## config.mk

```make
export PLATFORM = sky130hd
export DESIGN_NAME = regfile_wb_arbiter
export DESIGN_NICKNAME = d
export VERILOG_FILES = /design/src/rtl/regfile_wb_arbiter.sv
export SDC_FILE = /design/constraint.sdc
export NUM_CORES = 1
export LEC_CHECK = 0
export BUFFER_PORTS_ARGS = -buffer_cell sky130_fd_sc_hd__buf_2
export CAP_MARGIN = 30
export CORE_MARGIN = 2
export CORE_UTILIZATION = 45
export DETAILED_ROUTE_END_ITERATION = 16
export PLACE_DENSITY = 0.76
export SLEW_MARGIN = 20
export SYNTH_ARGS = -nofsm -noshare
export SYNTH_HDL_FRONTEND = slang
export SYNTH_SLANG_ARGS = --single-unit
```

## constraint.sdc

```tcl
create_clock -name clk -period 3.46 [get_ports clk]
set_input_delay 0.173 -clock clk [delete_from_list [all_inputs] [get_ports clk]]
set_output_delay 0.173 -clock clk [all_outputs]
set_load 0.02 [all_outputs]
```

## src/rtl/regfile_wb_arbiter.sv

```systemverilog
// rtl/regfile_wb_arbiter.sv - round-robin writeback arbiter, registered write port and RAW scoreboard
//
// Two writeback sources share the single integer register-file write port. The
// winner of the round-robin arbiter is registered for one cycle and then drives
// rf_we/rf_waddr/rf_wdata. A per-register pending scoreboard lets issue logic
// stall reads of registers whose producing write has not yet committed.
//
// Ports:
//   clk, rst                      core clock; asynchronous active-high reset
//   flush                         synchronous flush: clears scoreboard, drops output stage
//   src0_valid/ready/rd/data      ALU/CSR writeback request and handshake
//   src1_valid/ready/rd/data      load-unit writeback request and handshake
//   issue_valid, issue_rd         destination of an issuing instruction (sets pending)
//   rs1_addr/rs1_busy             scoreboard query 1 (combinational)
//   rs2_addr/rs2_busy             scoreboard query 2 (combinational)
//   rf_we, rf_waddr, rf_wdata     register-file write port
module regfile_wb_arbiter #(
  parameter int XLEN = 64,
  parameter int NREG = 32,
  localparam int AW = $clog2(NREG)
) (
  input  logic            clk,
  input  logic            rst,
  input  logic            flush,
  input  logic            src0_valid,
  output logic            src0_ready,
  input  logic [AW-1:0]   src0_rd,
  input  logic [XLEN-1:0] src0_data,
  input  logic            src1_valid,
  output logic            src1_ready,
  input  logic [AW-1:0]   src1_rd,
  input  logic [XLEN-1:0] src1_data,
  input  logic            issue_valid,
  input  logic [AW-1:0]   issue_rd,
  input  logic [AW-1:0]   rs1_addr,
  input  logic [AW-1:0]   rs2_addr,
  output logic            rs1_busy,
  output logic            rs2_busy,
  output logic            rf_we,
  output logic [AW-1:0]   rf_waddr,
  output logic [XLEN-1:0] rf_wdata
);

  // rr_q == 0 favours src0 on a tie, rr_q == 1 favours src1
  logic            rr_q, rr_d;
  logic            gnt0, gnt1, hs;
  logic [AW-1:0]   win_rd;
  logic [XLEN-1:0] win_data;

  logic            rf_we_q, rf_we_d;
  logic [AW-1:0]   rf_waddr_q, rf_waddr_d;
  logic [XLEN-1:0] rf_wdata_q, rf_wdata_d;

  // bit 0 is kept at zero so x0 never reads as pending
  logic [NREG-1:0] sb_q, sb_d;

  // Arbiter: flush masks both grants so no handshake can complete.
  always_comb begin
    gnt0     = !flush && src0_valid && (!src1_valid || !rr_q);
    gnt1     = !flush && src1_valid && (!src0_valid ||  rr_q);
    hs       = gnt0 || gnt1;
    win_rd   = gnt1 ? src1_rd   : src0_rd;
    win_data = gnt1 ? src1_data : src0_data;
  end

  assign src0_ready = gnt0;
  assign src1_ready = gnt1;

  // After a contended cycle the loser becomes favoured; flush leaves it alone.
  always_comb begin
    rr_d = rr_q;
    if (src0_valid && src1_valid && !flush) begin
      rr_d = gnt0;
    end
  end

  // Output stage: writes to x0 are accepted but never raise rf_we.
  always_comb begin
    rf_we_d    = 1'b0;
    rf_waddr_d = rf_waddr_q;
    rf_wdata_d = rf_wdata_q;
    if (hs) begin
      rf_we_d    = (win_rd != '0);
      rf_waddr_d = win_rd;
      rf_wdata_d = win_data;
    end
  end

  // Scoreboard: clear on commit, then set on issue so a same-index set wins.
  always_comb begin
    sb_d = sb_q;
    if (flush) begin
      sb_d = '0;
    end else begin
      if (rf_we_q) begin
        sb_d[rf_waddr_q] = 1'b0;
      end
      if (issue_valid && (issue_rd != '0)) begin
        sb_d[issue_rd] = 1'b1;
      end
    end
    sb_d[0] = 1'b0;
  end

  // A write sitting in the output stage still counts as pending until its commit edge.
  always_comb begin
    rs1_busy = (rs1_addr != '0) && (sb_q[rs1_addr] || (rf_we_q && (rf_waddr_q == rs1_addr)));
    rs2_busy = (rs2_addr != '0) && (sb_q[rs2_addr] || (rf_we_q && (rf_waddr_q == rs2_addr)));
  end

  always_ff @(posedge clk or posedge rst) begin
    if (rst) begin
      rr_q       <= 1'b0;
      rf_we_q    <= 1'b0;
      rf_waddr_q <= '0;
      rf_wdata_q <= '0;
      sb_q       <= '0;
    end else begin
      rr_q       <= rr_d;
      rf_we_q    <= rf_we_d;
      rf_waddr_q <= rf_waddr_d;
      rf_wdata_q <= rf_wdata_d;
      sb_q       <= sb_d;
    end
  end

  assign rf_we    = rf_we_q;
  assign rf_waddr = rf_waddr_q;
  assign rf_wdata = rf_wdata_q;

endmodule

```

* After elaboration in Yosys (flattened, before gate mapping)
Cells that the tools add are included.
** Storage, ports and cells
- Flip-flop bits (word level) :: 102
- Bits in latches :: 0
- Memory bits (writable) :: 0
- ROM bits :: 0
- Input bits :: 159
- Word-level logic and storage cells :: 57
- Memories kept :: 0
** Operators by class
- Add/sub/neg operators :: 0
- Multipliers :: 0
- Divide/modulo/power cells :: 0
- Magnitude comparators :: 6
- Equality and inequality tests :: 2
- Shift operators :: 0
- Multiplexer cells :: 15
- Bitwise operators :: 3
- Reductions and logical operators :: 26
** Operators with widths (count)
- $mux 32 :: 4
- $mux 64 :: 1
- $and 32x32->32 :: 1
- $not 32->32 :: 1
- $or 32x32->32 :: 1
- $lt 5x6->1 const B :: 4
- $reduce_bool 5->1 :: 4
- $logic_and 1x1->1 :: 13
- $bmux 1 s5 :: 2
- $demux 1 s5 :: 2
- $eq 5x5->1 :: 2
- $ge 5x1->1 const B :: 2
- $logic_or 1x1->1 :: 5
- $mux 1 :: 5
- $mux 5 :: 1
- $logic_not 1->1 :: 4

* Logic depth before layout (Yosys ltp)
- Word-level depth :: 11
- Mapped depth :: 7
- Depth with buffers taken out :: 5

* Worst setup path before layout
No wires, ideal clock.
- Path kind :: register -> output
- Start point :: register rf_waddr_q[4], in the netlist rf_waddr[4]
- End point :: output rs1_busy
- Arrival time :: 1.798 ns
- Data required time :: 3.287 ns
- Path slack :: 1.489 ns
- Cell stages (with the launch flop) :: 7
- Path buffers :: 1
- Cells stage by stage :: dfrtp_1 clkbuf_1 xor2_1 nor4_1 nand3_1 a31oi_1 a2bb2oi_1
** Between the ends
- Word-level cells in the longest chain between the ends :: 4
** RTL lines
- from (decl) :: line 51 : logic [AW-1:0] rf_waddr_q, rf_waddr_d;
- from (signal assigned) :: line 121 : rf_waddr_q <= rf_waddr_d;
- $eq 5x5->1 :: line 107 : rs1_busy = (rs1_addr != '0) && (sb_q[rs1_addr] || (rf_we_q && (rf_waddr_q == rs1_addr)));
- $logic_and 1x1->1 :: line 107
- $logic_or 1x1->1 :: line 107
- $logic_and 1x1->1 :: line 107
- to (decl) :: line 37 : output logic rs1_busy,
No other way between the ends.

* Worst setup path after layout
- Start point :: register rr_q
- End point :: output src1_ready
** Between the ends
- Word-level cells in the longest chain between the ends :: 2
** RTL lines
- from (decl) :: line 45 : logic rr_q, rr_d;
- from (signal assigned) :: line 119 : rr_q <= rr_d;
- $logic_or 1x1->1 :: line 60 : gnt1 = !flush && src1_valid && (!src0_valid || rr_q);
- $logic_and 1x1->1 :: line 60
- to (decl) :: line 30 : output logic src1_ready,
No other way between the ends.

==> impl_results.md <==
* # fillers at 989
* Post-synth EDFFs at 0
* Seq. cell area at 0.00255 mm²
* H-tree levels at 3
* Tcrit/Tclk final at 65.7%
* Max-cap violation count at 0
* Register area share after synthesis at 47.5%
* Largest area contributor in the netlist: dfrtp_1
* Met2 Use GR at 43.7%
* Total wire length at 16.2 mm
* Async S/R FF share, synth at 100%
* First-pass GRT wire length at 25.3 mm
* Final WS setup at 1.19 ns
* Final Setup Violations at 0
* Worst hold path class: input port to flop
* GRT overflow at 0
* Post-DP HPWL at 12.2 mm
* Post-DRT Antenna Nets at 0
* Initial Utilization at 46.7%
* Cell Area, Synth at 0.00538 mm²
* Wire per inst at 18.0 µm
* Met1 Use GR at 31.2%
* Post-CTS setup buffer count at 0
* # DRC at 0
* Final #Nets at 914
* CP Class: flop to primary output
* CP Data Arrival Time at 2.10 ns
* Vias in the first global route at 5,066
* Crit path required time at 3.29 ns
* Via count at 4,946
* CP Launch Type: flop
* VDD IR max at 0.328 mV
* Layout cell share with drive strength beyond 1 at 35.8%
* Final Slew Violations at 0
* Routability Congestion at 0.909
* Area growth syn-to-layout at 30.0%
* Mapped Cells at 540
* Fin util at 60.7%
* CP endpoint: src1_ready
* F_max at 440 MHz
* R2R depth at 5
* Synth top area cells: dfrtp_1 47%, mux2i_1 14%, o21ai_0 9.5%, nand2_1 7.3%, mux4_2 4.6%
* Worst R2R End: rf_wdata[38]
* Clock Latency Late Sink at 0.34 ns
* CTS Sinks at 102
* Reg2Reg Setup Slack at 1.48 ns
* Chip height at 113 µm
* Vias per Instance at 5.48
* Root Buffer: clkbuf_16
* Status: completed
* CTS clk-pin slew, worst paths at 0.07 ns
* Top_reg_cell synth: dfrtp_1
* Yosys top cell area share at 47.5%
* Post-layout min period at 2.27 ns
* TritonCTS Buffers at 9
* Reg-to-reg startpoint: rr_q
* Average size of a mapped cell at 9.96 µm²
* Core Area at 0.0115 mm²
* Power Density at 480 mW/mm²
* Number of iterations in the first detailed-routing pass at 5
* Port bufs at 232
* Slew margin rel. at 43.1%
* Overall Power at 3360 µW
* Busiest layer in global routing: met2
* RSZ-0062 raised after global routing: no
* CTS tree: done
* Die area at 0.0128 mm²
* DRT iter0 DRCs at 288
* Total negative slack at 0 ns
* Total leakage power at 0.00371 µW
* Final Hold Fails at 0
* Worst setup EP type: primary output
* Count of cell types in the netlist at 41
* All-Layer GR Usage at 25.4%
* Longest Clk Path Bufs at 2
* Worst slew pin tran at 0.851 ns
* Met3 Use GR at 5.84%
* Pin count of the biggest net entering global routing at 140
* Pre-CTS setup slack at 1.24 ns
* Crit Path Max Fanout at 30
* Syn Nets at 699
* Initial antenna violation count at 1
* Clock Skews at 0.00520 ns
* Top Ports at 233
* YS warnings at 0
* Die X at 113 µm
* Seq cells post-synth at 102
* Area of the multi-input gates at 0.00264 mm²
* Row cnt at 39
* Crit. Startpoint: rr_q
-- state kept, by name, summed over array words and instances (netlist names) --
name and cells:
rf_we 1, sb_q 31, rf_waddr 5, rf_wdata 64, rr_q 1
-- cell families after synthesis --
logic type             Yosys count  share of synthesized area, %
flip-flops                     102                          47.5
AND/OR/NAND/NOR                150                          12.7
AO/OA/AOI/OAI                  145                          14.1
buffers and inverters           42                          3.70
XOR/XNOR                        11                          1.79
multiplexers                    90                          20.2
-- how the worst min path moves through the flow --
stage	startpoint	to	slack (ns)	depth (start not counted)
after floorplan	src1_valid	rr_q	0.35	2
after global placement	rst	rf_wdata[57]	0.32	2
after detailed placement	rst	rf_wdata[4]	0.34	2
after CTS	src1_data[59]	rf_wdata[59]	0.11	3
after global routing	src1_data[30]	rf_wdata[30]	0.12	3
final	src1_data[59]	rf_wdata[59]	0.12	3
-- layout make-up --
cell class,count,area share [%]
Tap cell,143,2.56
Clock inverter,4,1.36
Inverter,3,0.197
Timing Repair Buffer,243,18.1
Sequential cell,102,36.5
Clock buffer,11,3.47
Multi-Input combinational cell,396,37.7
Antenna cell,1,0.0358
-- synth_stat cells (2+ instances only) --
library cell / n
buf_6: 3
buf_2: 12
nor3b_1: 4
inv_1: 3
mux4_2: 11
clkbuf_1: 20
xnor2_1: 3
mux2i_1: 75
nor2b_1: 2
or4_1: 2
or3b_2: 2
a21oi_1: 32
and3_1: 4
nand3b_1: 7
nor4_1: 3
xor2_1: 8
nor2_1: 6
nand2b_1: 2
dfrtp_1: 102
mux4_1: 3
nand3_1: 4
nor3_1: 3
buf_1: 3
and3b_1: 4
nand2_1: 105
o21ai_0: 102
-- where the power goes --
part	internal [µW]	leakage [µW]	switching (µW)
Clock	722	0.000166	429
Sequential	1320	0.00130	102
Combinational	314	0.00224	470
-- worst max-delay path, stage by stage (launching register included) --
cell	delay, ns
dfrtp_1	0.38
nand2b_1	0.12
nand3b_1	0.58
buf_12	0.43
inv_1	0.07
buf_2	0.15
-- placed cells by master (no fill, tap or decap), types with 2 or more instances in the layout --
| master | n |
|---|---|
| dfrtp_1 | 102 |
| nor4_1 | 3 |
| bufinv_16 | 3 |
| inv_1 | 2 |
| buf_12 | 2 |
| or3b_2 | 2 |
| o21ai_0 | 102 |
| nor2_1 | 6 |
| nand3_1 | 4 |
| xor2_1 | 8 |
| mux4_2 | 11 |
| nand2b_1 | 2 |
| nor3b_1 | 4 |
| nand3b_1 | 7 |
| clkbuf_16 | 9 |
| a21oi_1 | 32 |
| buf_4 | 7 |
| nor2b_1 | 2 |
| or4_1 | 2 |
| xnor2_1 | 3 |
| nand2_1 | 105 |
| nor3_1 | 3 |
| and3b_1 | 4 |
| mux4_1 | 3 |
| and3_1 | 4 |
| mux2i_1 | 75 |
| buf_2 | 233 |
-- stage by stage --
step	hold WS [ns]	instances	instance area [µm²]
after floorplan	0.348	540	5380
after global placement	0.317	885	6640
after detailed placement	0.336	885	6640
after CTS	0.106	901	6980
after global routing	0.117	903	6990
final	0.118	903	6990
-- per-layer routing --
| metal | vias to the layer above | routed length, µm | part of all wire (%) |
|---|---|---|---|
| met2 | 213 | 8390 | 52 |
| met3 | 20 | 1210 | 7.5 |
| met4 | 0 | 305 | 1.9 |
| li1 | 2346 | - | - |
| met5 | - | 0 | 0 |
| met1 | 2367 | 6330 | 39 |
-- what timing repair did --
| action | in CTS | in global routing |
|---|---|---|
| endpoints found under the hold margin | 53 | 0 |
| hold buffers | 1 | 0 |
| resized for setup | 0 | 0 |
| setup endpoints to repair | 0 | 0 |
Note: power is estimated with default switching activity, not from simulation.
